<file path="src/rtl/delay_sched_pkg.sv">
// Shared types and constants for the lane alignment scheduler.
package delay_sched_pkg;

    // Width of one lane's eye_width field.
    localparam int EYE_W = 6;

    // Default number of cycles a lane is held in manual mode before re-arming.
    localparam int RELEASE_CYC_DEF = 4;

    // Scheduler FSM states.
    typedef enum logic [2:0] {
        IDLE,
        SELECT,
        RELEASE,
        ARM,
        WAIT_DROP,
        WAIT_READY,
        EVAL,
        DONE
    } state_e;

endpackage

</file>
<file path="src/rtl/delay_align_sched_if.sv">
// Lane-side bus between the scheduler and the per-lane delay_ctrl array.
interface delay_align_sched_if
    import delay_sched_pkg::*;
#(
    parameter int N_LANES = 8
) ();

    logic [N_LANES-1:0]       lane_delay_mode;
    logic [N_LANES-1:0]       lane_delay_ready;
    logic [EYE_W*N_LANES-1:0] lane_eye_width;

    modport master (
        output lane_delay_mode,
        input  lane_delay_ready,
        input  lane_eye_width
    );

    modport slave (
        input  lane_delay_mode,
        output lane_delay_ready,
        output lane_eye_width
    );

endinterface

</file>
<file path="src/rtl/prio_enc_lsb.sv">
// Lowest-set-bit priority encoder with a valid flag.
module prio_enc_lsb #(
    parameter  int N     = 8,
    localparam int IDX_W = (N > 1) ? $clog2(N) : 1
) (
    input  logic [N-1:0]     req_i,
    output logic [IDX_W-1:0] idx_o,
    output logic             valid_o
);

    // Scan from the top down so the lowest set bit is the last one written.
    always_comb begin
        idx_o   = '0;
        valid_o = 1'b0;
        for (int i = N - 1; i >= 0; i--) begin
            if (req_i[i]) begin
                idx_o   = IDX_W'(i);
                valid_o = 1'b1;
            end
        end
    end

endmodule

</file>
<file path="src/rtl/delay_align_sched.sv">
// Walks enabled lanes in ascending order, arming auto alignment on each,
// judging the resulting eye, and retrying or giving up per lane.
module delay_align_sched
    import delay_sched_pkg::*;
#(
    parameter  int N_LANES     = 8,
    parameter  int TIMEOUT_W   = 24,
    parameter  int MAX_RETRY   = 3,
    parameter  int RELEASE_CYC = RELEASE_CYC_DEF,
    localparam int LANE_W      = (N_LANES > 1) ? $clog2(N_LANES) : 1,
    localparam int RETRY_W     = $clog2(MAX_RETRY + 1),
    localparam int REL_W       = $clog2(RELEASE_CYC + 1)
) (
    input  logic                     clk160,
    input  logic                     rstb,
    input  logic                     start,
    input  logic                     abort,
    input  logic [N_LANES-1:0]       lane_enable,
    input  logic [EYE_W-1:0]         min_eye,
    input  logic [TIMEOUT_W-1:0]     timeout_value,
    delay_align_sched_if.master      lanes,
    output logic [N_LANES-1:0]       lane_locked,
    output logic [N_LANES-1:0]       lane_failed,
    output logic [EYE_W*N_LANES-1:0] eye_width_capt,
    output logic [LANE_W-1:0]        cur_lane,
    output logic                     busy,
    output logic                     done
);

    state_e                   state_q, state_d;
    logic                     start_d_q;
    logic [N_LANES-1:0]       pending_q, pending_d;
    logic [LANE_W-1:0]        cur_q, cur_d;
    logic [RETRY_W-1:0]       retry_q, retry_d;
    logic [TIMEOUT_W-1:0]     timer_q, timer_d;
    logic [REL_W-1:0]         rel_q, rel_d;
    logic [N_LANES-1:0]       mode_q, mode_d;
    logic [N_LANES-1:0]       locked_q, locked_d;
    logic [N_LANES-1:0]       failed_q, failed_d;
    logic [EYE_W*N_LANES-1:0] capt_q, capt_d;

    logic                     enc_valid;
    logic [LANE_W-1:0]        enc_idx;
    logic                     fail_attempt;
    logic [EYE_W-1:0]         eye_cur;
    logic [TIMEOUT_W-1:0]     timer_inc;

    prio_enc_lsb #(.N(N_LANES)) u_enc (
        .req_i  (pending_q),
        .idx_o  (enc_idx),
        .valid_o(enc_valid)
    );

    assign eye_cur   = lanes.lane_eye_width[cur_q*EYE_W +: EYE_W];
    assign timer_inc = (timer_q == '1) ? timer_q : timer_q + TIMEOUT_W'(1);

    // Next-state and per-lane bookkeeping; abort overrides any other transition.
    always_comb begin
        state_d      = state_q;
        pending_d    = pending_q;
        cur_d        = cur_q;
        retry_d      = retry_q;
        timer_d      = timer_q;
        rel_d        = rel_q;
        mode_d       = mode_q;
        locked_d     = locked_q;
        failed_d     = failed_q;
        capt_d       = capt_q;
        fail_attempt = 1'b0;

        if (abort && state_q != IDLE && state_q != DONE) begin
            // A locked lane keeps tracking; anything mid-attempt goes back to manual.
            if (!locked_q[cur_q]) mode_d[cur_q] = 1'b0;
            pending_d = '0;
            state_d   = DONE;
        end else begin
            case (state_q)
                IDLE: begin
                    if (start && !start_d_q) begin
                        pending_d = lane_enable;
                        locked_d  = locked_q & ~lane_enable;
                        failed_d  = failed_q & ~lane_enable;
                        mode_d    = mode_q & ~lane_enable;
                        state_d   = SELECT;
                    end
                end
                SELECT: begin
                    if (!enc_valid) begin
                        state_d = DONE;
                    end else begin
                        cur_d   = enc_idx;
                        retry_d = '0;
                        rel_d   = '0;
                        state_d = RELEASE;
                    end
                end
                RELEASE: begin
                    mode_d[cur_q] = 1'b0;
                    if (rel_q == REL_W'(RELEASE_CYC - 1)) state_d = ARM;
                    else                                  rel_d   = rel_q + REL_W'(1);
                end
                ARM: begin
                    mode_d[cur_q] = 1'b1;
                    timer_d       = '0;
                    state_d       = WAIT_DROP;
                end
                WAIT_DROP: begin
                    // Timeout is checked first so it wins over a same-cycle drop.
                    if (timer_q == timeout_value) begin
                        fail_attempt = 1'b1;
                    end else begin
                        timer_d = timer_inc;
                        if (!lanes.lane_delay_ready[cur_q]) state_d = WAIT_READY;
                    end
                end
                WAIT_READY: begin
                    if (timer_q == timeout_value) begin
                        fail_attempt = 1'b1;
                    end else begin
                        timer_d = timer_inc;
                        if (lanes.lane_delay_ready[cur_q]) state_d = EVAL;
                    end
                end
                EVAL: begin
                    capt_d[cur_q*EYE_W +: EYE_W] = eye_cur;
                    if (eye_cur >= min_eye) begin
                        locked_d[cur_q]  = 1'b1;
                        pending_d[cur_q] = 1'b0;
                        state_d          = SELECT;
                    end else begin
                        fail_attempt = 1'b1;
                    end
                end
                DONE:    state_d = IDLE;
                default: state_d = IDLE;
            endcase

            if (fail_attempt) begin
                retry_d = retry_q + RETRY_W'(1);
                if (int'(retry_q) + 1 < MAX_RETRY) begin
                    rel_d   = '0;
                    state_d = RELEASE;
                end else begin
                    failed_d[cur_q]  = 1'b1;
                    mode_d[cur_q]    = 1'b0;
                    pending_d[cur_q] = 1'b0;
                    state_d          = SELECT;
                end
            end
        end
    end

    // State and bookkeeping registers; reset returns every lane to manual mode.
    always_ff @(posedge clk160 or negedge rstb) begin
        if (!rstb) begin
            state_q   <= IDLE;
            start_d_q <= 1'b0;
            pending_q <= '0;
            cur_q     <= '0;
            retry_q   <= '0;
            timer_q   <= '0;
            rel_q     <= '0;
            mode_q    <= '0;
            locked_q  <= '0;
            failed_q  <= '0;
            capt_q    <= '0;
        end else begin
            state_q   <= state_d;
            start_d_q <= start;
            pending_q <= pending_d;
            cur_q     <= cur_d;
            retry_q   <= retry_d;
            timer_q   <= timer_d;
            rel_q     <= rel_d;
            mode_q    <= mode_d;
            locked_q  <= locked_d;
            failed_q  <= failed_d;
            capt_q    <= capt_d;
        end
    end

    assign lanes.lane_delay_mode = mode_q;
    assign lane_locked           = locked_q;
    assign lane_failed           = failed_q;
    assign eye_width_capt        = capt_q;
    assign cur_lane              = cur_q;
    assign busy                  = (state_q != IDLE);
    assign done                  = (state_q == DONE);

endmodule

</file>
<file path="src/flat_wrapper.sv">
// flat-port wrapper written by rule: the top's interface ports become plain ports
module delay_align_sched_flat import delay_sched_pkg::*;
#(
    parameter  int N_LANES     = 8,
    parameter  int TIMEOUT_W   = 24,
    parameter  int MAX_RETRY   = 3,
    parameter  int RELEASE_CYC = RELEASE_CYC_DEF,
    localparam int LANE_W      = (N_LANES > 1) ? $clog2(N_LANES) : 1,
    localparam int RETRY_W     = $clog2(MAX_RETRY + 1),
    localparam int REL_W       = $clog2(RELEASE_CYC + 1)
)
  (clk160, rstb, start, abort, lane_enable, min_eye, timeout_value, lane_locked, lane_failed, eye_width_capt, cur_lane, busy, done, lanes_lane_delay_mode, lanes_lane_delay_ready, lanes_lane_eye_width);
  delay_align_sched_if #(.N_LANES(N_LANES)) lanes_i ();
  input  logic clk160;
  input  logic rstb;
  input  logic start;
  input  logic abort;
  input  logic [N_LANES-1:0] lane_enable;
  input  logic [EYE_W-1:0] min_eye;
  input  logic [TIMEOUT_W-1:0] timeout_value;
  output logic [N_LANES-1:0] lane_locked;
  output logic [N_LANES-1:0] lane_failed;
  output logic [EYE_W*N_LANES-1:0] eye_width_capt;
  output logic [LANE_W-1:0] cur_lane;
  output logic busy;
  output logic done;
  output wire logic [$bits(lanes_i.lane_delay_mode)-1:0] lanes_lane_delay_mode;
  input wire logic [$bits(lanes_i.lane_delay_ready)-1:0] lanes_lane_delay_ready;
  input wire logic [$bits(lanes_i.lane_eye_width)-1:0] lanes_lane_eye_width;
  assign lanes_lane_delay_mode = lanes_i.lane_delay_mode;
  assign lanes_i.lane_delay_ready = lanes_lane_delay_ready;
  assign lanes_i.lane_eye_width = lanes_lane_eye_width;
  delay_align_sched #(.N_LANES(N_LANES), .TIMEOUT_W(TIMEOUT_W), .MAX_RETRY(MAX_RETRY), .RELEASE_CYC(RELEASE_CYC)) u_core (.clk160(clk160), .rstb(rstb), .start(start), .abort(abort), .lane_enable(lane_enable), .min_eye(min_eye), .timeout_value(timeout_value), .lanes(lanes_i), .lane_locked(lane_locked), .lane_failed(lane_failed), .eye_width_capt(eye_width_capt), .cur_lane(cur_lane), .busy(busy), .done(done));
endmodule
</file>
<file path="config.mk">
export PLATFORM = sky130hd
export DESIGN_NAME = delay_align_sched_flat
export DESIGN_NICKNAME = d
export VERILOG_FILES = /design/src/rtl/delay_sched_pkg.sv /design/src/rtl/delay_align_sched_if.sv /design/src/rtl/prio_enc_lsb.sv /design/src/rtl/delay_align_sched.sv /design/src/flat_wrapper.sv
export SDC_FILE = /design/constraint.sdc
export NUM_CORES = 1
export LEC_CHECK = 0
export ABC_AREA = 1
export BUFFER_PORTS_ARGS = -buffer_cell sky130_fd_sc_hd__buf_2
export CORE_ASPECT_RATIO = 0.9
export CORE_UTILIZATION = 45
export CTS_BUF_LIST = sky130_fd_sc_hd__clkbuf_4 sky130_fd_sc_hd__clkbuf_8 sky130_fd_sc_hd__clkbuf_16
export CTS_CLUSTER_SIZE = 28
export DETAILED_ROUTE_END_ITERATION = 8
export GPL_TIMING_DRIVEN = 0
export PLACE_DENSITY = 0.7
export SETUP_SLACK_MARGIN = 0.05
export SLEW_MARGIN = 20
export SYNTH_ARGS = -nofsm -noshare
export SYNTH_HDL_FRONTEND = slang
export SYNTH_SLANG_ARGS = --single-unit
</file>
<file path="constraint.sdc">
create_clock -name clk160 -period 2.99 [get_ports clk160]
set_clock_uncertainty 0.2 [all_clocks]
set_input_delay 0.4485 -clock clk160 [delete_from_list [all_inputs] [get_ports clk160]]
set_output_delay 0.4485 -clock clk160 [all_outputs]
set_load 0.02 [all_outputs]
</file>
==> reports/qor.yml, run 1 <==
run_status:
  status: "finished, violations left"
  failed_checks: "negative setup slack"
final_layout:
  area_delta_synth_final_pct: 38.53
  finalNetCount: 1665
  stdcell_count: 1806
  num-fill-cells: 1624
  layout-drive-gt1-share_pct: 29.36
  utilization_pct: 63.65
worst_setup_path:
  critPathMaxStageDelay_ns: 0.43
  worstSetupStartpointType: "register"
  worstSetupEndpointType: "register"
  crit_path_start: "u_core.cur_lane[0]"
  critPathArrivalTime_ns: 3.15
  cp_max_fo: 10
  cp_common_cell: "nor2_1"
  crit_path_top_delay_cell: "dfrtp_2"
  rrSetupSlack_ns: -0.05
  worstPathRequired_ns: 3.10
  worstPathCellList: "buf_12, inv_8, buf_8, nor2_1, o211ai_1, and2_4, ha_4, nand2_1, a21oi_2, nor2_1, nand4_1, nand2_2, nor2_4, inv_2, buf_6, nor2_1, o21ai_1, nand2_1"
  critPathKind: "reg -> reg"
  r2r_start: "u_core.cur_lane[0]"
synth:
  synth_nets: 1403
  ys_ff_latch: 116
  synth_seq_area_share_pct: 34.43
  yosys_warnings: 0
  syn_inst: 1285
  synth.avg_cell_area_um2: 6.561
  yosysUniqueCellTypes: 47
  synth_area_um2: 8431
route:
  detail_route.first_pass.iterations: 6
  final_antenna_net_count: 0
  route.detailed.drc: 0
  routed_wl_mm: 30.04
  wire_per_inst_um: 16.64
  detail_route.vias_per_cell: 5.383
  vias: 9722
  drt_iter0_drc: 876
clock_network:
  htreeDepth: 4
  cts_made_buffers: 17
  clock_latency_ns: 0.43
  clkSinkCount: 116
  cts-root-buf: "clkbuf_16"
  cts_tree: "yes"
  clk_pin_slew_ns: 0.06
  clock_path_buffers: 2
floorplanning:
  die_x_um: 146.3
  core_area_um2: 18350
  ios: 175
  dieArea_um2: 19290
  rows: 47
  die_height_um: 131.9
  start_util_pct: 45.95
hold_path:
  hold_class: "in -> reg"
  worstHoldStart: "lane_enable[1]"
sta:
  worst_slew_pin_slew_ns: 0.9454
  drv_slew: 0
  relSlewSlack_pct: 36.49
  finalCriticalPeriod_ns: 3.036
  setup_violations: 16
  hold_violations: 0
  timing.final.ws_setup_ns: -0.04647
  fmax_ghz: 0.3293
  rsz0062_at_grt: "true"
  min_period_over_period_pct: 101.6
  fin_setup_tns_ns: -0.2990
power_and_ir_drop:
  swShare_pct: 51.05
  switching_power_w: 0.007376
  seq_power_share_pct: 16.0
  peakVddDrop_v: 0.0008112
  pwr-share-comb_pct: 68.5
  power_density_nw_per_um2: 1237
  clockPowerShare_pct: 15.5
  power.leakage_nw: 5.963
  total_power_w: 0.01445
  power.internal_w: 0.007073
placement:
  port_buffers: 174
  dp_hpwl_mm: 20.90
  placed_cells: 1705
  gp_congestion: 0.9664
grt:
  grt_max_degree: 70
  grt_pass1_wl_mm: 46.00
  globalRouteTotalUtil_pct: 30.46
  grt_pass1_vias: 8947
  antenna_found_initial: 0
  grt_overflow_total: 0
job:
  cap_violations: 0
## worst paths after layout
path | depth (start not counted) | to
max | 18 | u_core.lane_locked[0]
min | 4 | u_core.lane_locked[1]
max reg2reg | 18 | u_core.lane_locked[0]
min reg2reg | 2 | u_core.eye_width_capt[26]
max in group asynchronous | 3 | u_core.cur_lane[1]
min in group asynchronous | 2 | u_core.eye_width_capt[11]
## layout by cell type (no fill, tap or decap), types with 21 or more instances in the layout
master / n
nand3_1: 81
buf_2: 180
a21oi_1: 23
dfrtp_1: 113
buf_4: 57
nor2_4: 21
inv_1: 146
nand4_1: 32
o21ai_0: 77
o21ai_1: 48
nor2_1: 146
nand2_1: 348
## state kept, by name, summed over array words and instances (netlist names)
| name | flops |
|---|---|
| u_core.state_q | 3 |
| u_core.rel_q | 3 |
| u_core.lane_failed | 8 |
| u_core.cur_lane | 3 |
| u_core.lane_locked | 8 |
| u_core.timer_q | 24 |
| u_core.retry_q | 2 |
| u_core.pending_q | 8 |
| u_core.eye_width_capt | 48 |
| u_core.start_d_q | 1 |
| u_core.lanes.lane_delay_mode | 8 |
## per-layer routing
layer  part of all wire, %  vias up  global-route usage, %
met5                     0        -                      0
met3                   9.1       62                  7.509
met2                    44      515                  46.80
li1                      -     4670                      -
met4                   2.6        0                  10.82
met1                    44     4475                  41.67
## power by group through the flow
stage	Sequential [W]	Combinational, W	Clock, W
after CTS	0.00229	0.00825	0.00226
after floorplan	0.00268	0.00449	0
after global routing	0.00235	0.0106	0.00232
after global placement	0.00233	0.00681	0
after detailed placement	0.00234	0.00688	0
final	0.00231	0.00990	0.00224
## logic make-up (layout without fill, tap and decap cells)
family	count (synthesis)	in the layout	share of synthesized area, %
and+or+nand+nor	726	726	37.16
other	0	1	0
buffers and inverters	206	481	10.11
AOI/OAI and AO/OA	199	199	13.02
adders and majority gates	20	20	3.057
DFF	116	116	34.43
xor gates and xnor gates	18	18	2.226
## synthesized netlist by cell type (all sizes together)
| library cell | n | area [um^2] |
|---|---|---|
| o31ai | 1 | 12.51 |
| nor4 | 3 | 18.77 |
| xnor2 | 2 | 32.53 |
| and2 | 2 | 12.51 |
| o21a | 5 | 37.54 |
| o211ai | 12 | 90.09 |
| inv | 166 | 623.1 |
| xor2 | 16 | 155.2 |
| dfrtp | 116 | 2903 |
| nor2 | 184 | 773.2 |
| a31oi | 1 | 6.260 |
| clkbuf | 8 | 30.03 |
| ha | 19 | 237.7 |
| and3 | 3 | 18.77 |
| buf | 30 | 191.4 |
| or2 | 2 | 12.52 |
| nand3 | 100 | 518.0 |
| o221ai | 3 | 26.28 |
| nand4 | 32 | 200.2 |
| o2111ai | 1 | 8.760 |
| a22oi | 2 | 15.01 |
| nand2 | 375 | 1423 |
| clkinv | 2 | 7.510 |
| nor3b | 2 | 15.01 |
| a21oi | 30 | 157.7 |
| fa | 1 | 20.02 |
| o21bai | 1 | 7.510 |
| o21ai | 142 | 725.7 |
| nor3 | 23 | 141.4 |
| o32a | 1 | 10.01 |
## critical path: cells and delay by family (launching register included)
family | cells | cell delay, ns
buf+inv | 5 | 0.59
flops | 1 | 0.43
compound gates | 3 | 0.51
simple gates | 9 | 0.97
fa+ha+maj | 1 | 0.19
## per-stage QoR
stage                     hold WS, ns  setup slack [ns]  cell area, um^2
after global placement         0.2538           -0.5508             9674
after detailed placement       0.2156           -0.5615             9708
final                         0.08848          -0.04647            11680
after CTS                     0.08569           0.05148            11000
after global routing           0.1287           -0.2377            11680
after floorplan              -0.04709           0.04696             8497
## layout make-up
class	count	area [um^2]	area share [%]
Buffer	37	351.6	3.010
Clock buffer	20	460.4	3.943
Multi-Input combinational cell	963	5279	45.20
Sequential cell	116	2907	24.89
Tap cell	245	306.5	2.625
Antenna cell	1	2.502	0.02143
Timing Repair Buffer	244	1538	13.17
Clock inverter	12	178.9	1.532
Inverter	168	655.6	5.614
## what timing repair did
| action | CTS | global route |
|---|---|---|
| pin swaps | 25 | 35 |
| setup endpoints to repair | 88 | 86 |
| gates resized for setup | 93 | 132 |
| hold buffers | 2 | 0 |
| hold endpoints to repair | 48 | 0 |
| setup buffers | 41 | 22 |
| gates cloned | 2 | 2 |
Note: power is estimated with default switching activity, not from simulation.
==> run 2: changes to the inputs <==
ABC_CLOCK_PERIOD_IN_PS = 2990   (was unset)
BUFFER_PORTS_ARGS = -buffer_cell sky130_fd_sc_hd__buf_4   (was -buffer_cell sky130_fd_sc_hd__buf_2)
==> run 2 against run 1 <==
The run still ends with negative setup slack left; register-to-register slack worse by 0.08 ns; hold slack worse by 0.0066 ns; total power is 3.7% higher.
==> reports/qor.yml, run 2 (synthesis gave the netlist of run 1 again) <==
route:
  route.detailed.drc: 0  # unchanged
  drt_iter0_drc: 934  # was 876
  final_antenna_net_count: 0  # unchanged
  detail_route.vias_per_cell: 5.446  # was 5.383
  vias: 9949  # was 9,722
  wire_per_inst_um: 17.08  # was 16.64 um
  detail_route.first_pass.iterations: 5  # was 6
  routed_wl_mm: 31.21  # was 30.04 mm
final_layout:
  num-fill-cells: 1557  # was 1,624
  layout-drive-gt1-share_pct: 32.55  # was 29.36%
  design_area_um2: 12460  # was 11,680 um^2
  area_delta_synth_final_pct: 47.76  # was 38.53%
  finalNetCount: 1687  # was 1,665
  largest_reg_flops: 48  # unchanged
  layout_common_cells: "343 x nand2_1, 248 x buf_4, 143 x inv_1"  # was 348 x nand2_1, 180 x buf_2, 146 x inv_1, 146 x nor2_1, 113 x dfrtp_1
  stdcell_count: 1827  # was 1,806
  layout_commonest_cell: "nand2_1"  # unchanged
  antenna_cells: 0  # was 1
clock_network:
  cts_made_buffers: 17  # unchanged
  clock_latency_ns: 0.43  # about the same
  clkSinkCount: 116  # unchanged
  htreeDepth: 4  # unchanged
  clk_pin_slew_ns: 0.06  # about the same
  cts_tree: "yes"  # unchanged
  clock_path_buffers: 2  # unchanged
  cts-root-buf: "clkbuf_16"  # unchanged
sta:
  hold_violations: 0  # unchanged
  rsz0062_at_grt: "true"  # unchanged
  relSlewSlack_pct: 35.43  # was 36.49%
  finalCriticalPeriod_ns: 3.115  # was 3.036 ns
  timing.final.ws_setup_ns: -0.1255  # was -0.04647 ns
  fin_setup_tns_ns: -1.889  # was -0.2990 ns
  worst_slew_pin_slew_ns: 0.9612  # was 0.9454 ns
  drv_slew: 0  # unchanged
  setup_violations: 31  # was 16
  fmax_ghz: 0.3210  # was 0.3293 GHz
  min_period_over_period_pct: 104.2  # was 101.6%
worst_setup_path:
  cp_max_fo: 8  # was 10
  worstSetupStartpointType: "register"  # unchanged
  worstSetupEndpointType: "register"  # unchanged
  worstPathRequired_ns: 3.11  # was 3.10 ns
  critPathKind: "reg -> reg"  # unchanged
  critPathArrivalTime_ns: 3.23  # was 3.15 ns
placement:
  dpl-instance-area_um2: 10140  # was 9708 um^2
  placed_cells: 1705  # unchanged
  gp_congestion: 0.9640  # was 0.9664
  port_buffers: 174  # unchanged
  pre_cts_slack_ns: -0.5827  # was -0.5615 ns
  dp_hpwl_mm: 21.40  # was 20.90 mm
grt:
  antenna_found_initial: 0  # unchanged
  grt_pass1_vias: 9117  # was 8,947
  globalRouteTotalUtil_pct: 31.39  # was 30.46%
  grt_overflow_total: 0  # unchanged
  grt_pass1_wl_mm: 47.29  # was 46.00 mm
  grt_max_degree: 65  # was 70
power_and_ir_drop:
  power_density_nw_per_um2: 1203  # was 1237 nW/um^2
  power.leakage_nw: 6.178  # was 5.963 nW
  total_power_w: 0.01498  # was 0.01445 W
  peakVddDrop_v: 0.0008027  # was 0.0008112 V
floorplanning:
  core_area_um2: 18350  # unchanged
  die_x_um: 146.3  # unchanged
  dieArea_um2: 19290  # unchanged
  ios: 175  # unchanged
  start_util_pct: 45.95  # unchanged
  rows: 47  # unchanged
  die_height_um: 131.9  # unchanged
run_status:
  failed_checks: "negative setup slack"  # unchanged
  status: "finished, violations left"  # unchanged
job:
  cap_violations: 0  # unchanged
hold_path:
  hold_class: "in -> reg"  # unchanged
## run 2: cell count changes in the layout (fill, tap and decap cells not counted), moves of 4 or more
cell	previous run	this run
buf_2	180	6
o21ai_2	12	23
nor2_2	17	21
buf_4	57	248
nor2_4	21	29
o21ai_1	48	44
o21ai_0	77	68
nand2_1	348	343
clkinvlp_4	3	7
nor2_1	146	134
## run 2: what timing repair did
action                                  CTS  global route
hold buffers                              2             0
pin swaps                                39            70
setup buffers                            60            24
cloned                                    3             2
endpoints found under the hold margin    53             0
resized for setup                       101           199
endpoints found under the setup margin   88            85
## run 2: worst paths after layout
| check | slack (ns) | cells past startpoint | startpoint | to |
|---|---|---|---|---|
| worst max-delay path | -0.13 | 19 | u_core.cur_lane[0] | u_core.lane_locked[3] |
| worst min-delay path | 0.08 | 4 | lane_enable[1] | u_core.lane_locked[1] |
| worst max register to register | -0.13 | 19 | u_core.cur_lane[0] | u_core.lane_locked[3] |
| worst min register to register | 0.28 | 2 | u_core.eye_width_capt[42] | u_core.eye_width_capt[42] |
| max in group asynchronous | 1.52 | 3 | rstb | u_core.cur_lane[1] |
| min in group asynchronous | 0.33 | 2 | rstb | u_core.eye_width_capt[40] |
## run 2: metrics by stage
step                utilization (%)  hold slack [ns]
detailed placement            55.27           0.2319
global placement              55.10           0.2653
floorplan                         -         -0.04709
finish                        67.89          0.08184
global route                  67.89           0.1282
CTS                           62.77          0.07313
## run 2: critical path: stages (launching register included)
cell,delay [ns]
dfrtp_2,0.43
buf_12,0.17
buf_8,0.14
nor2_1,0.11
nor2_1,0.05
o21ai_1,0.09
o211ai_1,0.17
and2_4,0.22
ha_4,0.21
nand2_1,0.07
a21oi_1,0.06
nor2_1,0.18
nand4_1,0.21
nand2_2,0.17
nor2_4,0.05
inv_2,0.09
buf_6,0.13
nor2_2,0.03
o21ai_1,0.13
nand2_1,0.07
## run 2: cell type report
type                       instances  area (um^2)  share of cell area (%)
buffer                            38        382.9                   3.074
clock buffer                      18        439.2                   3.526
clock inverter                    14        127.6                   1.025
inverter                         168        674.4                   5.414
multi-input combinational        963         5451                   43.76
sequential                       116         2907                   23.33
tap                              245        306.5                   2.461
timing repair buffer             265         2168                   17.41
## run 2: power breakdown
group / switching, W / internal (W) / total [W]
clock: 0.000817 / 0.00117 / 0.00198
sequential: 0.000376 / 0.00197 / 0.00235
combinational: 0.00654 / 0.00411 / 0.0107
## run 2: routing by layer
metal | wire length (um) | GRT usage [%]
met1 | 13260 | 43.61
met2 | 14360 | 48.94
met5 | 0 | 0
met3 | 2822 | 6.090
met4 | 767 | 10.65
